$ cat src/rtl/int2flt_core_if.sv
// Handshake and data bundle for the int16 -> IEEE-half converter.
// Master drives start/int_i; slave returns busy/done/flt_o.
interface int2flt_core_if;
  logic        start;
  logic [15:0] int_i;
  logic        busy;
  logic        done;
  logic [15:0] flt_o;

  modport master (output start, int_i, input busy, done, flt_o);
  modport slave  (input start, int_i, output busy, done, flt_o);
endinterface

$ cat src/rtl/int2flt_core.sv
// Serial int16 -> IEEE half converter, one normalising shift per leading zero; latency s+2 (1 for zero).
// start is ignored while busy; flt_o holds the last result until the next conversion loads it.
module int2flt_core #(
  parameter int BIAS = 15
) (
  input  logic          clk,
  input  logic          reset,
  int2flt_core_if.slave bus
);

  typedef enum logic [1:0] {IDLE, NORM, ROUND, DONE} state_t;

  state_t      state, state_n;
  logic        sign, sign_n;
  logic [15:0] mag, mag_n;
  logic [4:0]  exp_r, exp_n;
  logic [15:0] flt, flt_n;
  logic [15:0] abs_in;
  logic        rnd_inc;
  logic [10:0] m_sum;

  // 0x8000 negates to itself, which is exactly the magnitude wanted.
  assign abs_in  = bus.int_i[15] ? (~bus.int_i + 16'd1) : bus.int_i;
  assign rnd_inc = mag[4] & ((|mag[3:0]) | mag[5]);
  assign m_sum   = {1'b0, mag[14:5]} + {10'd0, rnd_inc};

  always_ff @(posedge clk) begin
    if (reset) begin
      state <= IDLE;
      sign  <= 1'b0;
      mag   <= 16'd0;
      exp_r <= 5'd0;
      flt   <= 16'd0;
    end else begin
      state <= state_n;
      sign  <= sign_n;
      mag   <= mag_n;
      exp_r <= exp_n;
      flt   <= flt_n;
    end
  end

  always_comb begin
    state_n = state;
    sign_n  = sign;
    mag_n   = mag;
    exp_n   = exp_r;
    flt_n   = flt;
    case (state)
      IDLE, DONE: begin
        state_n = IDLE;
        if (bus.start) begin
          sign_n = bus.int_i[15];
          mag_n  = abs_in;
          exp_n  = 5'(BIAS + 15);
          // Operands already normalised skip straight to rounding so latency stays s+2.
          if (abs_in == 16'd0) begin
            state_n = DONE;
            flt_n   = 16'd0;
          end else if (abs_in[15]) begin
            state_n = ROUND;
          end else begin
            state_n = NORM;
          end
        end
      end
      NORM: begin
        if (mag[15]) begin
          state_n = ROUND;
        end else begin
          mag_n = {mag[14:0], 1'b0};
          exp_n = exp_r - 5'd1;
          // Leave as soon as the shift brings the leading one into bit 15.
          if (mag[14]) state_n = ROUND;
        end
      end
      ROUND: begin
        // A carry out of m leaves m_sum[9:0] already zero; only the exponent moves.
        if (m_sum[10]) exp_n = exp_r + 5'd1;
        flt_n   = {sign, (m_sum[10] ? exp_r + 5'd1 : exp_r), m_sum[9:0]};
        state_n = DONE;
      end
      default: state_n = IDLE;
    endcase
  end

  assign bus.busy  = (state == NORM) || (state == ROUND);
  assign bus.done  = (state == DONE);
  assign bus.flt_o = flt;

endmodule

$ cat src/flat_wrapper.sv
// flat-port wrapper written by rule: the top's interface ports become plain ports
module int2flt_core_flat 
#(
  parameter int BIAS = 15
)
  (clk, reset, bus_start, bus_int_i, bus_busy, bus_done, bus_flt_o);
  int2flt_core_if bus_i ();
  input  logic clk;
  input  logic reset;
  input wire logic [$bits(bus_i.start)-1:0] bus_start;
  input wire logic [$bits(bus_i.int_i)-1:0] bus_int_i;
  output wire logic [$bits(bus_i.busy)-1:0] bus_busy;
  output wire logic [$bits(bus_i.done)-1:0] bus_done;
  output wire logic [$bits(bus_i.flt_o)-1:0] bus_flt_o;
  assign bus_i.start = bus_start;
  assign bus_i.int_i = bus_int_i;
  assign bus_busy = bus_i.busy;
  assign bus_done = bus_i.done;
  assign bus_flt_o = bus_i.flt_o;
  int2flt_core #(.BIAS(BIAS)) u_core (.clk(clk), .reset(reset), .bus(bus_i));
endmodule
$ cat config.mk
export PLATFORM = sky130hd
export DESIGN_NAME = int2flt_core_flat
export DESIGN_NICKNAME = d
export VERILOG_FILES = /design/src/rtl/int2flt_core_if.sv /design/src/rtl/int2flt_core.sv /design/src/flat_wrapper.sv
export SDC_FILE = /design/constraint.sdc
export NUM_CORES = 1
export LEC_CHECK = 0
export ABC_AREA = 1
export CORE_MARGIN = 2
export CORE_UTILIZATION = 55
export DETAILED_ROUTE_END_ITERATION = 7
export PLACE_DENSITY = 0.8
export SLEW_MARGIN = 0
export SYNTH_ARGS = -nofsm -noshare
export SYNTH_HDL_FRONTEND = slang
export SYNTH_SLANG_ARGS = --single-unit
$ cat constraint.sdc
create_clock -name clk -period 2.5 [get_ports clk]
set_input_delay 0.5 -clock clk [delete_from_list [all_inputs] [get_ports clk]]
set_output_delay 0.5 -clock clk [all_outputs]
set_load 0.005 [all_outputs]
==> results of run 1 <==
-- cell families after synthesis --
logic type | after synthesis | synth area share
AO/OA/AOI/OAI | 80 | 0.169
XOR/XNOR | 4 | 0.0153
AND/OR/NAND/NOR | 222 | 0.390
buffers and inverters | 68 | 0.106
flip-flops | 40 | 0.288
adder cells (fa/ha/maj) | 7 | 0.0315
-- Yosys cell counts (5+ instances only) --
library cell / n
nand2_1: 95
inv_1: 49
dfxtp_1: 40
a21oi_1: 35
nor2_1: 32
nor2_2: 32
nand3_1: 27
o21ai_0: 21
nand2_2: 14
a221oi_1: 12
ha_1: 7
clkbuf_1: 6
buf_2: 5
nand4_1: 5
-- final cells by class --
type                            instances  area [um2]  area share
Multi-Input combinational cell        314        1760       0.487
Sequential cell                        40         802       0.222
Timing Repair Buffer                   73         659       0.182
Inverter                               55         210      0.0582
Tap cell                               67        83.8      0.0232
Clock buffer                            6        82.6      0.0228
Clock inverter                          2        10.0     0.00277
Timing Repair inverter                  1        7.51     0.00208
-- timing repair --
item | 4_1_cts | 5_1_grt
resized for setup | 0 | 23
setup endpoints to repair | 0 | 27
buffers inserted | 0 | 5
-- layout by cell type, fill, tap and decap left out, drive strengths merged --
cell type / count
a21oi: 35
clkinvlp: 2
o21ai: 23
dfxtp: 40
dlymetal6s2s: 2
a31oi: 3
nor3: 3
a21boi: 1
o211ai: 2
nand3b: 4
clkinv: 4
ha: 7
clkbuf: 6
buf: 37
nor4: 2
a221oi: 12
o21bai: 1
clkdlybuf4s50: 34
nor2: 67
inv: 52
nand4: 5
xor2: 4
nand2: 112
o31ai: 2
o21a: 1
nand3: 28
or2: 2
-- routing by layer --
| metal | vias up | part of all wire |
|---|---|---|
| met5 | - | 0 |
| met4 | 0 | 0.013 |
| met3 | 15 | 0.052 |
| met2 | 98 | 0.49 |
| met1 | 1409 | 0.45 |
| li1 | 1507 | - |
-- flip-flops by register name (all words and copies together) (netlist names) --
name,flops
u_core.sign,1
u_core.bus.flt_o,16
u_core.state,2
u_core.exp_r,5
u_core.mag,16
-- metrics by stage --
step / total power, mW / cells
5_1_grt: 3.26 / 558
4_1_cts: 2.90 / 551
2_1_floorplan: 2.01 / 421
6_report: 3.03 / 558
3_5_place_dp: 2.45 / 543
3_3_place_gp: 2.40 / 543
-- final timing paths --
path         slack, ps     startpoint                   end  depth (start not counted)
max                110   bus_int_i[1]   u_core.bus.flt_o[5]                         17
min                490  u_core.mag[0]         u_core.mag[0]                          2
min reg2reg        490  u_core.mag[0]         u_core.mag[0]                          2
max reg2reg        130  u_core.mag[4]  u_core.bus.flt_o[13]                         14
-- worst max-delay path, stage by stage --
cell and delay (ps):
clkdlybuf4s50_1 500, inv_2 60, ha_4 160, nand2_4 70
inv_2 40, nand2_1 60, nand2_1 70, nand3_1 90
nand2_1 80, nor2_1 140, nand2_2 80, nor2_4 150
nand3_4 160, buf_6 180, nand3b_1 70, nand2_1 70
nor2_1 120
-- power by group through the flow --
stage | sequential (mW) | combinational, mW | clock [mW]
finish | 1.02 | 1.58 | 0.439
CTS | 1.01 | 1.45 | 0.446
floorplan | 0.984 | 1.02 | 0
global route | 1.05 | 1.74 | 0.473
global placement | 1.02 | 1.38 | 0
detailed placement | 1.02 | 1.42 | 0
==> impl_results.md, run 1 <==
* Met1 Resource Use GR at 0.362
* WL final at 7530 um
* Routed wire per std cell at 13.5 um
* Setup crit end kind: flip-flop
* Gr busiest metal: met2
* Worst EP required at 2720 ps
* Yosys top cell area share at 0.288
* Share of layout cells above drive strength 1 at 0.246
* Post-synth ARST share at 0
* Logic pwr share at 0.519
* Ant diodes at 0
* Fin nets at 516
* Final Cell Area at 3610 um2
* CTS buffer count at 5
* Max clock buf depth at 2
* Fmax at 0.418 GHz
* Detailed Place HPWL at 5290 um
* Die width at 75.1 um
* Flops & latches, synth at 40
* Area growth syn-to-layout at 30.1%
* Leakage at 1.59 nW
* Layout Skew at 3.75 ps
* Slew margin rel. at 0.635
* Total track usage at 0.271
* Worst-Skew Late Latency at 290 ps
* Yosys top cell by area: dfxtp_1
* Largest net degree at the start of global routing at 27
* CP arrival at 2610 ps
* CTS tree: yes
* Final ANT Viol Nets at 0
* WS Path Type: in -> reg
* Post-synth EDFFs at 0
* Measured slew at the worst slew-check pin at 547 ps
* Placed cell area at 3390 um2
* Pwr/cell area at 840 nW/um2
* First-pass GRT wire length at 11900 um
* Hold buffers post-CTS at 0
* I/O Buffers at 36
* Util after Layout at 0.755
* Routing usage on met2 at 0.449
* Main synth FF type: dfxtp_1
* Met3 GRT Util at 0.0495
* P_sw at 1.35 mW
* Root buf cell: clkbuf_8
* Flop pwr share at 0.336
* Status: finished clean
* Final setup fails at 0
* Initial Util at 0.581
* Switching Share at 0.446
* Dpl ws at -213 ps
* Max-slew violation count at 0
* Number of global-route vias before repair at 2702
* Synth top area cells: dfxtp_1, nand2_1, nor2_2
* Syn Nets at 447
* Worst Setup Slack, final at 110 ps
* DRC at 0
* Netlist Area Pre-Place at 2780 um2
* Minimum clock period at 2390 ps
* Fin crit share at 0.956
* Hold WS at 486 ps
* CTS sink count at 40
* TritonRoute pass-1 iters at 6
* GP Congestion at 0.978
* Max cap viols at 0
* Seq/Total Area, Yosys at 0.288
* Core Footprint at 4790 um2
* Routed vias/inst at 5.43
* Final Hold Fails at 0
* Initial antenna violation count at 0
* Int Power at 1.68 mW
* Clk pwr share at 0.145
* Mapped Cells at 421
* Cell variety after synth at 35
* Critical path launch point type: input port
* Synth warn at 0
* Syn_area_per_cell at 6.60 um2
* I/O pin count at 37
* Reg clk slew, reported paths at 70 ps
* H-tree depth at 2
* Core Rows at 25
* Iter 0 DRT Violations at 251
* DR vias at 3029
* Gr ovfl total at 0
* VDD IR max at 0.999 mV
* Largest fanout on the critical path at 6
* Die area at 5640 um2
* Hold Path Class: reg -> reg
* Chip height at 75.1 um
* Filler Cells Inserted at 387
* Setup TNS at 0 ps
Power figures use the tool's default switching activity.
==> run 2, diff against run 1 <==
- CORE_UTILIZATION: 55 -> 50
- PLACE_DENSITY: 0.8 -> 0.78
- SLEW_MARGIN: 0 -> not set
- clock period: 2.5 -> 2 ns (I/O delays scaled with it)
==> impl_results.md, run 2 (synthesis gave the netlist of run 1 again) <==
* First-pass GRT wire length at 13000 um
* Die width at 78.6 um
* CTS tree: yes
* Routed vias/inst at 5.35
* Leakage at 1.80 nW
* Final setup fails at 1
* Hold Crit Depth at 4
* Beginning of the critical path: u_core.mag[4]
* Commonest non-fill, non-tap cells in the layout: nand2_1, buf_4, inv_1
* Final Cell Area at 4010 um2
* Worst EP required at 2250 ps
* Status: complete, but fails checks
* Ant diodes at 0
* Routed wire per std cell at 13.7 um
* Worst Setup EP: u_core.bus.flt_o[13]
* Fmax at 0.499 GHz
* CTS buffer count at 5
* I/O Buffers at 36
* Final ANT Viol Nets at 0
* Share of layout cells above drive strength 1 at 0.378
* R2R Setup Slk at -4 ps
* Hold buffers post-CTS at 0
* Final Hold Fails at 0
* Initial Util at 0.511
* Die area at 6170 um2
* Detailed Place HPWL at 5590 um
* Hold Path Class: in -> reg
* Setup crit end kind: flip-flop
* Minimum clock period at 2000 ps
* WL final at 8150 um
* Filler Cells Inserted at 410
* Measured slew at the worst slew-check pin at 393 ps
* Slew margin rel. at 0.736
* TritonRoute pass-1 iters at 5
* Capturing point of the worst reg2reg path: u_core.bus.flt_o[13]
* GP Congestion at 0.888
* VDD IR max at 0.735 mV
* Max-slew violation count at 0
* Pwr/cell area at 1030 nW/um2
* WS Path Type: reg -> reg
* H-tree depth at 2
* Util after Layout at 0.738
* Worst Setup Slack, final at -4.05 ps
* Total track usage at 0.257
* Number of global-route vias before repair at 2980
* Worst-Skew Late Latency at 300 ps
* Chip height at 78.6 um
* Max clock buf depth at 2
* Critical path launch point type: flip-flop
* Largest net degree at the start of global routing at 26
* Fin nets at 549
* R2R cell count at 15
* CP arrival at 2250 ps
* Gr ovfl total at 0
* R2r startpoint: u_core.mag[4]
* DR vias at 3187
* DRC at 0
* I/O pin count at 37
* Fin crit share at 1.00
* Core Footprint at 5440 um2
* RSZ-0062 raised after global routing: yes
* Commonest non-fill, non-tap cell in the layout: nand2_1
* Iter 0 DRT Violations at 196
* Placed cell area at 3610 um2
* CTS sink count at 40
* Layout Skew at 11.3 ps
* Largest fanout on the critical path at 4
* Core Rows at 27
* Root buf cell: clkbuf_8
* Area growth syn-to-layout at 44.3%
* Max cap viols at 0
* Reg clk slew, reported paths at 80 ps
* Initial antenna violation count at 0
* Failing checks: negative setup slack
run 2: cell count changes in the layout (fill, tap and decap cells not counted), moves of 4 or more:
| cell | delta |
|---|---|
| nor2_1 | -6 |
| nand2_1 | -10 |
| nand3_1 | -4 |
| clkdlybuf4s50_1 | -13 |
| inv_2 | +6 |
| inv_1 | -5 |
| nand2_2 | +7 |
| nand3_2 | +4 |
| buf_4 | +31 |
| clkbuf_2 | +7 |
run 2: per-stage QoR:
step	std cells	hold WS (ps)	setup WS [ps]	TNS, ps	power [mW]
floorplan	421	457	43.7	0	2.52
global placement	576	470	-502	-8840	3.21
detailed placement	576	473	-576	-10040	3.28
CTS	590	486	0.322	0	3.91
global route	596	508	-192	-792	4.42
finish	596	474	-4.05	-4.05	4.14
run 2: worst min path at each step:
stage	from	end	slack, ps
after global placement	u_core.mag[15]	u_core.mag[15]	470
after CTS	u_core.mag[15]	u_core.mag[15]	490
after detailed placement	u_core.mag[15]	u_core.mag[15]	470
after floorplan	u_core.mag[15]	u_core.mag[15]	460
final	bus_int_i[0]	u_core.mag[0]	470
after global routing	bus_int_i[0]	u_core.mag[0]	510
run 2: timing repair:
action / CTS / global route
setup buffers: 4 / 6
pin swaps: 24 / 25
resized for setup: 45 / 61
setup endpoints to repair: 19 / 28
cloned: 2 / 0
run 2: worst max-delay path, stage by stage (launching register included):
cell and delay (ps):
dfxtp_2 350, nand2_2 60, inv_2 60, ha_4 130
nand2_2 60, nor2_2 130, nand4_1 130, nor2_1 140
buf_4 150, nand2_4 60, nor3_4 200, xor2_1 160
nand2_1 110, nand2_2 80, nand2_2 50, nor2_2 70
run 2: area by class of cell:
type	count	area, um2	share of cell area
Clock buffer	7	86.3	0.0215
Clock inverter	1	7.51	0.00187
Multi-Input combinational cell	315	1940	0.483
Tap cell	72	90.1	0.0225
Inverter	55	210	0.0524
Sequential cell	40	806	0.201
Timing Repair Buffer	106	875	0.218
run 2: per-layer routing:
metal | track usage | vias up | routed length (um)
met3 | 0.0391 | 22 | 435
met1 | 0.311 | 1476 | 3320
li1 | - | 1581 | -
met2 | 0.463 | 108 | 4210
met4 | 0.0860 | 0 | 190
met5 | 0 | - | 0
run 2: power breakdown:
group | switching (mW) | internal (mW)
logic | 1.28 | 0.987
clock network | 0.300 | 0.281
registers | 0.234 | 1.05
